--- src/rtl/svd_cordic_pkg.sv ---
// Shared constants and types for the CORDIC sign-replay rotator used in the SVD sweep.
package svd_cordic_pkg;

    localparam int DEF_WIDTH     = 24;
    localparam int DEF_SHIFT_BIT = 4;
    localparam int DEF_N_ITER    = 16;
    localparam int LANES         = 8;

    // Shift taps of the 1/K gain approximation: (v>>>1)+(v>>>3)-(v>>>6)-(v>>>9)
    localparam int GAIN_SH0 = 1;
    localparam int GAIN_SH1 = 3;
    localparam int GAIN_SH2 = 6;
    localparam int GAIN_SH3 = 9;

    typedef enum logic [1:0] {
        ST_IDLE  = 2'd0,
        ST_LOAD  = 2'd1,
        ST_ROT   = 2'd2,
        ST_SCALE = 2'd3
    } rep_state_e;

endpackage

--- src/rtl/cordic_replay_lane.sv ---
// One combinational CORDIC micro-rotation of an x/y pair, direction taken from a replayed sign bit.
module cordic_replay_lane
    import svd_cordic_pkg::*;
#(
    parameter int WIDTH           = DEF_WIDTH,
    parameter int WIDTH_SHIFT_BIT = DEF_SHIFT_BIT
) (
    input  logic signed [WIDTH-1:0]           x,
    input  logic signed [WIDTH-1:0]           y,
    input  logic        [WIDTH_SHIFT_BIT-1:0] shift,
    input  logic                              sign,
    output logic signed [WIDTH-1:0]           x_next,
    output logic signed [WIDTH-1:0]           y_next
);

    logic signed [WIDTH-1:0] x_sh_s;
    logic signed [WIDTH-1:0] y_sh_s;

    // sign=1 rotates clockwise, sign=0 counter-clockwise; sums wrap at WIDTH bits
    always_comb begin
        x_sh_s = x >>> shift;
        y_sh_s = y >>> shift;
        if (sign) begin
            x_next = x + y_sh_s;
            y_next = y - x_sh_s;
        end else begin
            x_next = x - y_sh_s;
            y_next = y + x_sh_s;
        end
    end

endmodule

--- src/rtl/cordic_rot_replay.sv ---
// Captures a vectoring pass's sign stream and replays it as rotations on 8 x/y lanes.
// Optional CORDIC_GAIN_COMP_EN adds a one-cycle 1/K gain-compensation stage after the rotations.
module cordic_rot_replay
    import svd_cordic_pkg::*;
#(
    parameter int WIDTH           = DEF_WIDTH,
    parameter int WIDTH_SHIFT_BIT = DEF_SHIFT_BIT,
    parameter int N_ITER          = DEF_N_ITER
) (
    input  logic                       clk,
    input  logic                       rst_n,
    input  logic                       sign_valid,
    input  logic                       sign_first,
    input  logic                       sign_in,
    input  logic                       sign_flip,
    output logic                       sign_ready,
    output logic                       signs_full,
    output logic                       sign_ovf,
    input  logic                       start,
    input  logic [2*LANES*WIDTH-1:0]   data_in,
    output logic                       busy,
    output logic                       done,
    output logic [2*LANES*WIDTH-1:0]   data_out
);

    localparam int BUS_W = 2 * LANES * WIDTH;
    localparam int PTR_W = WIDTH_SHIFT_BIT + 1;
    localparam int TAB_D = 1 << WIDTH_SHIFT_BIT;
    localparam logic [PTR_W-1:0]           PTR_FULL = PTR_W'(N_ITER);
    localparam logic [PTR_W-1:0]           PTR_ONE  = PTR_W'(1);
    localparam logic [WIDTH_SHIFT_BIT-1:0] IT_LAST  = WIDTH_SHIFT_BIT'(N_ITER - 1);
    localparam logic [WIDTH_SHIFT_BIT-1:0] IT_ONE   = WIDTH_SHIFT_BIT'(1);

    rep_state_e                  state_r;
    rep_state_e                  state_next_s;
    logic [TAB_D-1:0]            sign_tab_r;
    logic [PTR_W-1:0]            wptr_r;
    logic                        flip_r;
    logic                        signs_full_r;
    logic                        sign_ovf_r;
    logic                        sign_ready_r;
    logic                        busy_r;
    logic                        done_r;
    logic [WIDTH_SHIFT_BIT-1:0]  it_r;
    logic [BUS_W-1:0]            data_out_r;
    logic [BUS_W-1:0]            result_s;
    logic                        load_s;
    logic                        rot_s;
    logic                        finish_s;
    logic signed [WIDTH-1:0]     x_r     [LANES];
    logic signed [WIDTH-1:0]     y_r     [LANES];
    logic signed [WIDTH-1:0]     x_in_s  [LANES];
    logic signed [WIDTH-1:0]     y_in_s  [LANES];
    logic signed [WIDTH-1:0]     x_rot_s [LANES];
    logic signed [WIDTH-1:0]     y_rot_s [LANES];

    function automatic logic signed [WIDTH-1:0] gain_comp(input logic signed [WIDTH-1:0] v);
        return (v >>> GAIN_SH0) + (v >>> GAIN_SH1) - (v >>> GAIN_SH2) - (v >>> GAIN_SH3);
    endfunction

    assign sign_ready = sign_ready_r;
    assign signs_full = signs_full_r;
    assign sign_ovf   = sign_ovf_r;
    assign busy       = busy_r;
    assign done       = done_r;
    assign data_out   = data_out_r;

    // State register with registered busy/ready derived from the next state
    always_ff @(posedge clk or negedge rst_n) begin
        if (!rst_n) begin
            state_r      <= ST_IDLE;
            busy_r       <= 1'b0;
            sign_ready_r <= 1'b0;
        end else begin
            state_r      <= state_next_s;
            busy_r       <= (state_next_s != ST_IDLE);
            sign_ready_r <= (state_next_s == ST_IDLE);
        end
    end

    // Next-state logic; a start coinciding with a sign write is dropped
    always_comb begin
        state_next_s = state_r;
        case (state_r)
            ST_IDLE: begin
                if (start && signs_full_r && !sign_valid) begin
                    state_next_s = ST_LOAD;
                end else begin
                    state_next_s = ST_IDLE;
                end
            end
            ST_LOAD: state_next_s = ST_ROT;
            ST_ROT: begin
                if (it_r == IT_LAST) begin
`ifdef CORDIC_GAIN_COMP_EN
                    state_next_s = ST_SCALE;
`else
                    state_next_s = ST_IDLE;
`endif
                end else begin
                    state_next_s = ST_ROT;
                end
            end
            ST_SCALE: state_next_s = ST_IDLE;
            default:  state_next_s = ST_IDLE;
        endcase
    end

    // Datapath controls decoded from the current state
    always_comb begin
        load_s   = 1'b0;
        rot_s    = 1'b0;
        finish_s = 1'b0;
        case (state_r)
            ST_LOAD: load_s = 1'b1;
            ST_ROT: begin
                rot_s = 1'b1;
`ifdef CORDIC_GAIN_COMP_EN
                finish_s = 1'b0;
`else
                finish_s = (it_r == IT_LAST);
`endif
            end
            ST_SCALE: begin
`ifdef CORDIC_GAIN_COMP_EN
                finish_s = 1'b1;
`else
                finish_s = 1'b0;
`endif
            end
            default: load_s = 1'b0;
        endcase
    end

    // Sign capture, only while idle; a full table drops further bits and flags overflow
    always_ff @(posedge clk or negedge rst_n) begin
        if (!rst_n) begin
            sign_tab_r   <= '0;
            wptr_r       <= '0;
            flip_r       <= 1'b0;
            signs_full_r <= 1'b0;
            sign_ovf_r   <= 1'b0;
        end else if (sign_ready_r && sign_valid) begin
            if (sign_first) begin
                sign_tab_r[0] <= sign_in;
                wptr_r        <= PTR_ONE;
                flip_r        <= sign_flip;
                sign_ovf_r    <= 1'b0;
                signs_full_r  <= (PTR_ONE == PTR_FULL);
            end else if (wptr_r < PTR_FULL) begin
                sign_tab_r[wptr_r[WIDTH_SHIFT_BIT-1:0]] <= sign_in;
                wptr_r       <= wptr_r + PTR_ONE;
                signs_full_r <= ((wptr_r + PTR_ONE) == PTR_FULL);
            end else begin
                sign_ovf_r <= 1'b1;
            end
        end
    end

    // Load operands, negating both coordinates when the pass asked for a pi pre-rotation
    always_comb begin
        for (int i = 0; i < LANES; i++) begin
            x_in_s[i] = $signed(data_in[i*WIDTH +: WIDTH]);
            y_in_s[i] = $signed(data_in[(LANES+i)*WIDTH +: WIDTH]);
            if (flip_r) begin
                x_in_s[i] = -x_in_s[i];
                y_in_s[i] = -y_in_s[i];
            end else begin
                x_in_s[i] = x_in_s[i];
                y_in_s[i] = y_in_s[i];
            end
        end
    end

    for (genvar g = 0; g < LANES; g++) begin : g_lane
        cordic_replay_lane #(
            .WIDTH           (WIDTH),
            .WIDTH_SHIFT_BIT (WIDTH_SHIFT_BIT)
        ) u_lane (
            .x      (x_r[g]),
            .y      (y_r[g]),
            .shift  (it_r),
            .sign   (sign_tab_r[it_r]),
            .x_next (x_rot_s[g]),
            .y_next (y_rot_s[g])
        );
    end

    // Result word: last rotation output, or gain-compensated lanes in the SCALE cycle
    always_comb begin
        result_s = '0;
        for (int i = 0; i < LANES; i++) begin
`ifdef CORDIC_GAIN_COMP_EN
            result_s[i*WIDTH +: WIDTH]         = gain_comp(x_r[i]);
            result_s[(LANES+i)*WIDTH +: WIDTH] = gain_comp(y_r[i]);
`else
            result_s[i*WIDTH +: WIDTH]         = x_rot_s[i];
            result_s[(LANES+i)*WIDTH +: WIDTH] = y_rot_s[i];
`endif
        end
    end

    // Lane registers, iteration counter, done pulse and held output word
    always_ff @(posedge clk or negedge rst_n) begin
        if (!rst_n) begin
            for (int i = 0; i < LANES; i++) begin
                x_r[i] <= '0;
                y_r[i] <= '0;
            end
            it_r       <= '0;
            done_r     <= 1'b0;
            data_out_r <= '0;
        end else begin
            if (load_s) begin
                for (int i = 0; i < LANES; i++) begin
                    x_r[i] <= x_in_s[i];
                    y_r[i] <= y_in_s[i];
                end
                it_r <= '0;
            end else if (rot_s) begin
                for (int i = 0; i < LANES; i++) begin
                    x_r[i] <= x_rot_s[i];
                    y_r[i] <= y_rot_s[i];
                end
                it_r <= it_r + IT_ONE;
            end
            done_r <= finish_s;
            if (finish_s) begin
                data_out_r <= result_s;
            end
        end
    end

endmodule
--- config.mk ---
export PLATFORM = sky130hd
export DESIGN_NAME = cordic_rot_replay
export DESIGN_NICKNAME = d
export VERILOG_FILES = /design/src/rtl/svd_cordic_pkg.sv /design/src/rtl/cordic_replay_lane.sv /design/src/rtl/cordic_rot_replay.sv
export SDC_FILE = /design/constraint.sdc
export NUM_CORES = 2
export LEC_CHECK = 0
export ABC_AREA = 0
export CAP_MARGIN = 5
export CORE_ASPECT_RATIO = 1.2
export CORE_MARGIN = 2
export CORE_UTILIZATION = 40
export DETAILED_ROUTE_END_ITERATION = 10
export DONT_BUFFER_PORTS = 1
export SLEW_MARGIN = 20
export SYNTH_ARGS = -nofsm -noshare
export SYNTH_HDL_FRONTEND = slang
export SYNTH_SLANG_ARGS = --single-unit
--- constraint.sdc ---
create_clock -name clk -period 9 [get_ports clk]
set_input_delay 2.7 -clock clk [delete_from_list [all_inputs] [get_ports clk]]
set_output_delay 2.7 -clock clk [all_outputs]
set_load 0.02 [all_outputs]
Word-level counts from Yosys, hierarchy flattened. Index checks and enable logic that the tools add are counted.

Flip-flop bits (word level): 801. Input port bits: 391. Output and inout port bits: 389. Word-level logic and storage cells: 176.

Add/subtract/negate cells: 50. Order comparisons: 4. Equal/unequal tests: 6. Shift-type cells: 16. Multiplexer cells: 57. Bitwise operators: 1. Reduce and logical (&&, ||, !) cells: 14.

Operators by type and width (number): $mux 192 (4); $mux 24 (32); $add 24x24->24 (16); $neg 24->24 (16); $sshr 24x4->24 (16); $sub 24x24->24 (16); $bwmux 16 (1); $mux 1 (12); $lt 4x5->1 const B (2); $mux 5 (2); $mux 4 (2); $pmux 2 s4 (1); $reduce_and 2->1 (3); $reduce_bool 2->1 (3); $add 5x1->5 const B (1); $eq 5x5->1 const B (1); $lt 5x5->1 const B (1); $add 4x1->4 const B (1); $bmux 1 s4 (1); $demux 1 s4 (1); $eq 2x2->1 const B (2); $eq 4x4->1 const B (1); $ge 4x1->1 const B (1); $logic_and 1x1->1 (4); other kinds (7) (8).

Depth between registers and ports, before layout.
Depth after elaboration: 7. Mapped depth: 32. Mapped depth without buffers: 22.

Cells and area by module. Synthesis repeated with hierarchy kept, for this count alone.

Cell total of the unflattened synthesis: 10692. Area, all modules: 88932.8 um^2.

By module, submodules not included: cordic_rot_replay (times used 1, cells each 4638, area each 41310.9 um^2, seq. area each 20044.2 um^2); cordic_replay_lane (g_lane[0].u_lane ...) (times used 6, cells each 752, area each 5941.9 um^2, seq. area each 0.0 um^2); cordic_replay_lane (g_lane[2].u_lane) (times used 1, cells each 791, area each 6237.2 um^2, seq. area each 0.0 um^2); cordic_replay_lane (g_lane[7].u_lane) (times used 1, cells each 751, area each 5733.0 um^2, seq. area each 0.0 um^2).

Worst setup path after synthesis. OpenSTA, ideal clock, no wires.

Kind: register -> register. From: reg it_r[0]. To: reg y_r[118] (netlist bit). Setup time: 142 ps. Arrival time: 6476 ps. Required time: 8858 ps. Setup slack: 2381 ps. Stages on the path, launching flop included: 29. Buffers on the path: 12. Clock period less this slack: 6619 ps. Cell sequence: dfrtp_1 > buf_6 > buf_12 > buf_6 > buf_6 > buf_6 > buf_4 > buf_2 > buf_4 > mux4_2 > mux2i_1 > nand2_1 > nand2_1 > buf_2 > buf_2 > buf_2 > buf_1 > a21oi_1 > fa_1 > a21o_1 > a2111oi_0 > a21oi_1 > a31oi_1 > o32ai_1 > o41ai_1 > o21bai_1 > a21oi_1 > xor2_1 > o221ai_1.

Word-level cells in the longest chain between the ends: 5. Elaborated cells on any way between the ends: 8. Those cells by class: 2 x add/sub; 1 x shift; 5 x mux.

Ends and longest elaborated chain: from (decl) (RTL line cordic_rot_replay.sv:44) `logic [WIDTH_SHIFT_BIT-1:0] it_r;`; from (signal assigned) (RTL line cordic_rot_replay.sv:225) `it_r <= it_r + IT_ONE;`; $sshr 24x4->24 / $bmux 1 s4 (equally long branches) (RTL line cordic_replay_lane.sv:21, cordic_rot_replay.sv:183); $add 24x24->24 (tied with other cells) (RTL line cordic_replay_lane.sv:28) `y_next = y + x_sh_s;`; $mux 24 * (RTL line cordic_replay_lane.sv:23) `if (sign) begin`; $mux 192 * (RTL line cordic_rot_replay.sv:220) `end else if (rot_s) begin`; $mux 192 * (RTL line cordic_rot_replay.sv:214) `if (load_s) begin`; to (signal, indexed assignment) (RTL line cordic_rot_replay.sv:217) `y_r[i] <= y_in_s[i];`; to (signal, indexed assignment) (RTL line cordic_rot_replay.sv:223) `y_r[i] <= y_rot_s[i];`; to (decl) (RTL line cordic_rot_replay.sv:51) `logic signed [WIDTH-1:0] y_r [LANES];`.

Every way passes the cells marked *; elsewhere a longest branch is shown, timed or not. The select of a mux whose other input is x is not followed. A chain may end at the register's enable or synchronous reset.

Worst setup path after layout.
From: reg it_r[1]. To: reg y_r[191] (netlist bit).

The elaborated chain is that of the path after synthesis.

==> impl_metrics.tcl <==
set metrics [dict create \
    total_power_w 0.0143 \
    crit_slowest_cell "dfrtp_4" \
    cts_inserted_buffers 94 \
    p_int_w 0.00843 \
    cts_tree "done" \
    clockBufferDepth 3 \
    reg2reg_to "y_r[191]$_DFFE_PN0P_" \
    synth-edff-count 0 \
    place_hpwl_mm 268 \
    die-area_mm2 0.215 \
    post_cts_resized 0 \
    r2r-start "it_r[1]$_DFFE_PN0P_" \
    slew_headroom_pct 25.1 \
    crit_family "compound AO/OA/AOI/OAI gates" \
    p_per_area_mw_per_mm2 159 \
    die_h_um 508 \
    yosys_most_used_dff "dfrtp_1" \
    worstRegToRegCells 21 \
    num-fill-cells 20900 \
    wire_per_inst_um 28.0 \
    synth_seq_cells 801 \
    seq_area_mm2 0.0201 \
    worst_pin_slew_ps 1120 \
    synth.cell_area_mm2 0.0847 \
    fin_crit_sh_pct 80.0 \
    drtAntennaViolNets 0 \
    min_to "sign_tab_r[10]$_DFFE_PN0P_" \
    clock_skew_ps 26.1 \
    core_area_mm2 0.211 \
    clock_latency_ps 770 \
    drv_cap 0 \
    cp.arrival_ps 7850 \
    dpl_worst_slack_ps 1920 \
    seq_power_share_pct 25.8 \
    synthArstFlopShare_pct 100 \
    routed_wl_mm 343 \
    holdPathStages 1 \
    finalHoldViolCount 0 \
    crit_type "reg2reg" \
    cts_hold_buffers 0 \
    io-pin-count 780 \
    status "completed" \
    cts_max_level 3 \
    min_period_ps 7200 \
    hold_class "reg2reg" \
    synth_cells 9778 \
    clock-sinks 801 \
    max_freq_mhz 139 \
    rsz0062_at_grt "false" \
    clkPwrFrac_pct 29.7 \
    avgSynthCellArea_um2 8.66 \
    portBuffers 0 \
    nets 10300 \
    post-cts-setup-buffers 0 \
    multiInputGateArea_mm2 0.0611 \
    r2r_setup_slack_ps 1800 \
    rows 185 \
    combPwrFrac_pct 44.5 \
    worstSetupStartpoint "it_r[1]$_DFFE_PN0P_" \
    initial_core_util_pct 40.1 \
    root_buffer "clkbuf_16" \
    grt_usage_pct 30.7 \
    crit_buf_inv 2 \
    syn2layout_area_growth_pct 6.31 \
    place_congestion 1.03 \
    finalWorstSetupSlack_ps 1800 \
    endpoint_kind "register" \
    die_w_um 424 \
    cp-start-kind "register" \
    drive_gt1_share_pct 11.2 \
    vias 78300 \
    antenna_found_initial 17 \
    grt_pass1_vias 71800 \
    leakage_nw 37.1 \
    fin_tns_setup_ps 0 \
    grt_overflow 0 \
    drc 0 \
    p_sw_share_pct 41.1 \
    worstPathCellList "buf_12 -> buf_12 -> mux2_1 -> mux4_2 -> mux2i_1 -> ha_1 -> o21ai_0 -> nor3_1 -> nor2_1 -> xnor2_1 -> ha_1 -> o21a_1 -> o21a_1 -> or2_2 -> o311ai_0 -> nand4b_1 -> a311o_1 -> a41o_1 -> xnor2_1 -> nand2_1 -> a22o_1" \
    syn-num-nets 10600 \
    dr.pass1.iters 8 \
    crit_fanout 84 \
    synth-seq-area-share_pct 23.7 \
    drt-initial-drc-count 9156 \
    grt_max_degree 243 \
    cp.required_ps 9650 \
    setup_viol 0 \
    ys_types 105 \
    switchingPower_w 0.00589 \
    path_clk_slew_ps 70 \
    hp-start "sign_tab_r[10]$_DFFE_PN0P_" \
    grt_pass1_wl_mm 497 \
    ir_drop_mv 0.161 \
    slowest_delay_ps 930 \
    drv_slew 0 \
    vias_per_cell 6.38 \
    yosysWarnings 0 \
]
power by group through the flow:
stage	clock, W	sequential [W]	combinational (W)
floorplan	0	0.00372	0.00437
global placement	0	0.00375	0.00606
detailed placement	0	0.00376	0.00622
CTS	0.00436	0.00369	0.00626
global route	0.00448	0.00369	0.00693
finish	0.00426	0.00369	0.00637
sequential cells by signal, indices dropped and copies added (netlist names):
signal      count
data_out      384
x_r           192
y_r           192
sign_tab_r     16
wptr_r          5
it_r            4
state_r         2
busy            1
done            1
flip_r          1
sign_ovf        1
sign_ready      1
signs_full      1
worst max-delay path by stage:
| stage | endpoint | slack, ps | depth (start not counted) |
|---|---|---|---|
| final | y_r[191]$_DFFE_PN0P_ | 1800 | 21 |
| after global routing | x_r[44]$_DFFE_PN0P_ | 1430 | 19 |
| after floorplan | y_r[118]$_DFFE_PN0P_ | 2380 | 28 |
| after detailed placement | y_r[191]$_DFFE_PN0P_ | 1920 | 20 |
| after global placement | y_r[191]$_DFFE_PN0P_ | 1970 | 20 |
| after CTS | y_r[191]$_DFFE_PN0P_ | 1890 | 20 |
per-layer routing:
metal / part of all wire [%] / GRT usage (%) / vias up
met4: 3.0 / 8.69 / 0
met3: 14 / 10.6 / 430
li1: - / - / 35100
met5: 0 / 0 / -
met2: 38 / 40.4 / 4278
met1: 45 / 46.3 / 38400
cell type report:
class / instances / area share (%)
Clock inverter: 44 / 0.716
Clock buffer: 123 / 2.96
Antenna cell: 1 / 0.00278
Timing Repair Buffer: 102 / 1.19
Multi-Input combinational cell: 8134 / 67.8
Sequential cell: 801 / 22.3
Tap cell: 2805 / 3.90
Inverter: 260 / 1.12
cells in the mapped netlist (all sizes together) (35+ instances only):
cell type / number / share of area, %
ha: 462 / 6.8
o211ai: 94 / 0.83
nor4: 38 / 0.29
nand4: 35 / 0.26
or2: 45 / 0.33
o21a: 111 / 0.98
xnor2: 605 / 6.3
inv: 259 / 1.2
mux4: 411 / 11
buf: 230 / 1.6
and3: 77 / 0.57
mux2i: 285 / 3.4
mux2: 318 / 4.2
o21bai: 51 / 0.45
nor2b: 62 / 0.46
nor2: 603 / 2.7
nand2b: 111 / 0.82
a21o: 179 / 1.6
dfrtp: 801 / 24
nand2: 1290 / 5.7
clkbuf: 352 / 1.6
a31oi: 99 / 0.73
o31ai: 144 / 1.3
o41ai: 61 / 0.63
or3: 103 / 0.76
xor2: 411 / 4.2
nand3: 138 / 0.82
or4: 67 / 0.60
nor3: 134 / 0.80
a21oi: 606 / 3.6
and2: 61 / 0.45
o21ai: 1014 / 6.0
a211oi: 99 / 0.88
placed cells by master (no fill, tap or decap), types with 51 or more instances in the layout:
master / instances
nor2b_1: 61
o21a_1: 111
clkbuf_16: 97
dfrtp_1: 796
a211oi_1: 99
mux2_2: 294
o21ai_0: 963
and2_1: 56
o211ai_1: 94
or3_1: 103
o21ai_1: 51
a31oi_1: 99
nor2_1: 594
mux2i_1: 284
o31ai_1: 143
a21o_1: 179
xnor2_1: 605
and3_1: 77
or4_1: 66
buf_4: 81
o41ai_1: 61
nand2_1: 1287
mux4_2: 399
nand3_1: 137
a21oi_1: 606
inv_1: 252
xor2_1: 411
nor3_1: 132
ha_1: 460
nand2b_1: 111
o21bai_1: 51
cells by family after synthesis:
family,share of synthesized area (%)
multiplexers,18.6
adder cells (fa/ha/maj),7.20
buffers and inverters,4.36
XOR/XNOR,10.5
AND/OR/NAND/NOR,15.3
AO/OA/AOI/OAI,20.3
flip-flops,23.7
stage by stage:
step                      util [%]  hold slack (ps)  area, um^2  cells
final                         42.7              505       90100  12300
after global routing          42.7              527       90100  12300
after CTS                     42.6              507       90000  12300
after detailed placement      41.1              493       86700  12100
after global placement        41.0              483       86600  12100
after floorplan                  -              474       84700   9778
Note: power is estimated with default switching activity, not from simulation.
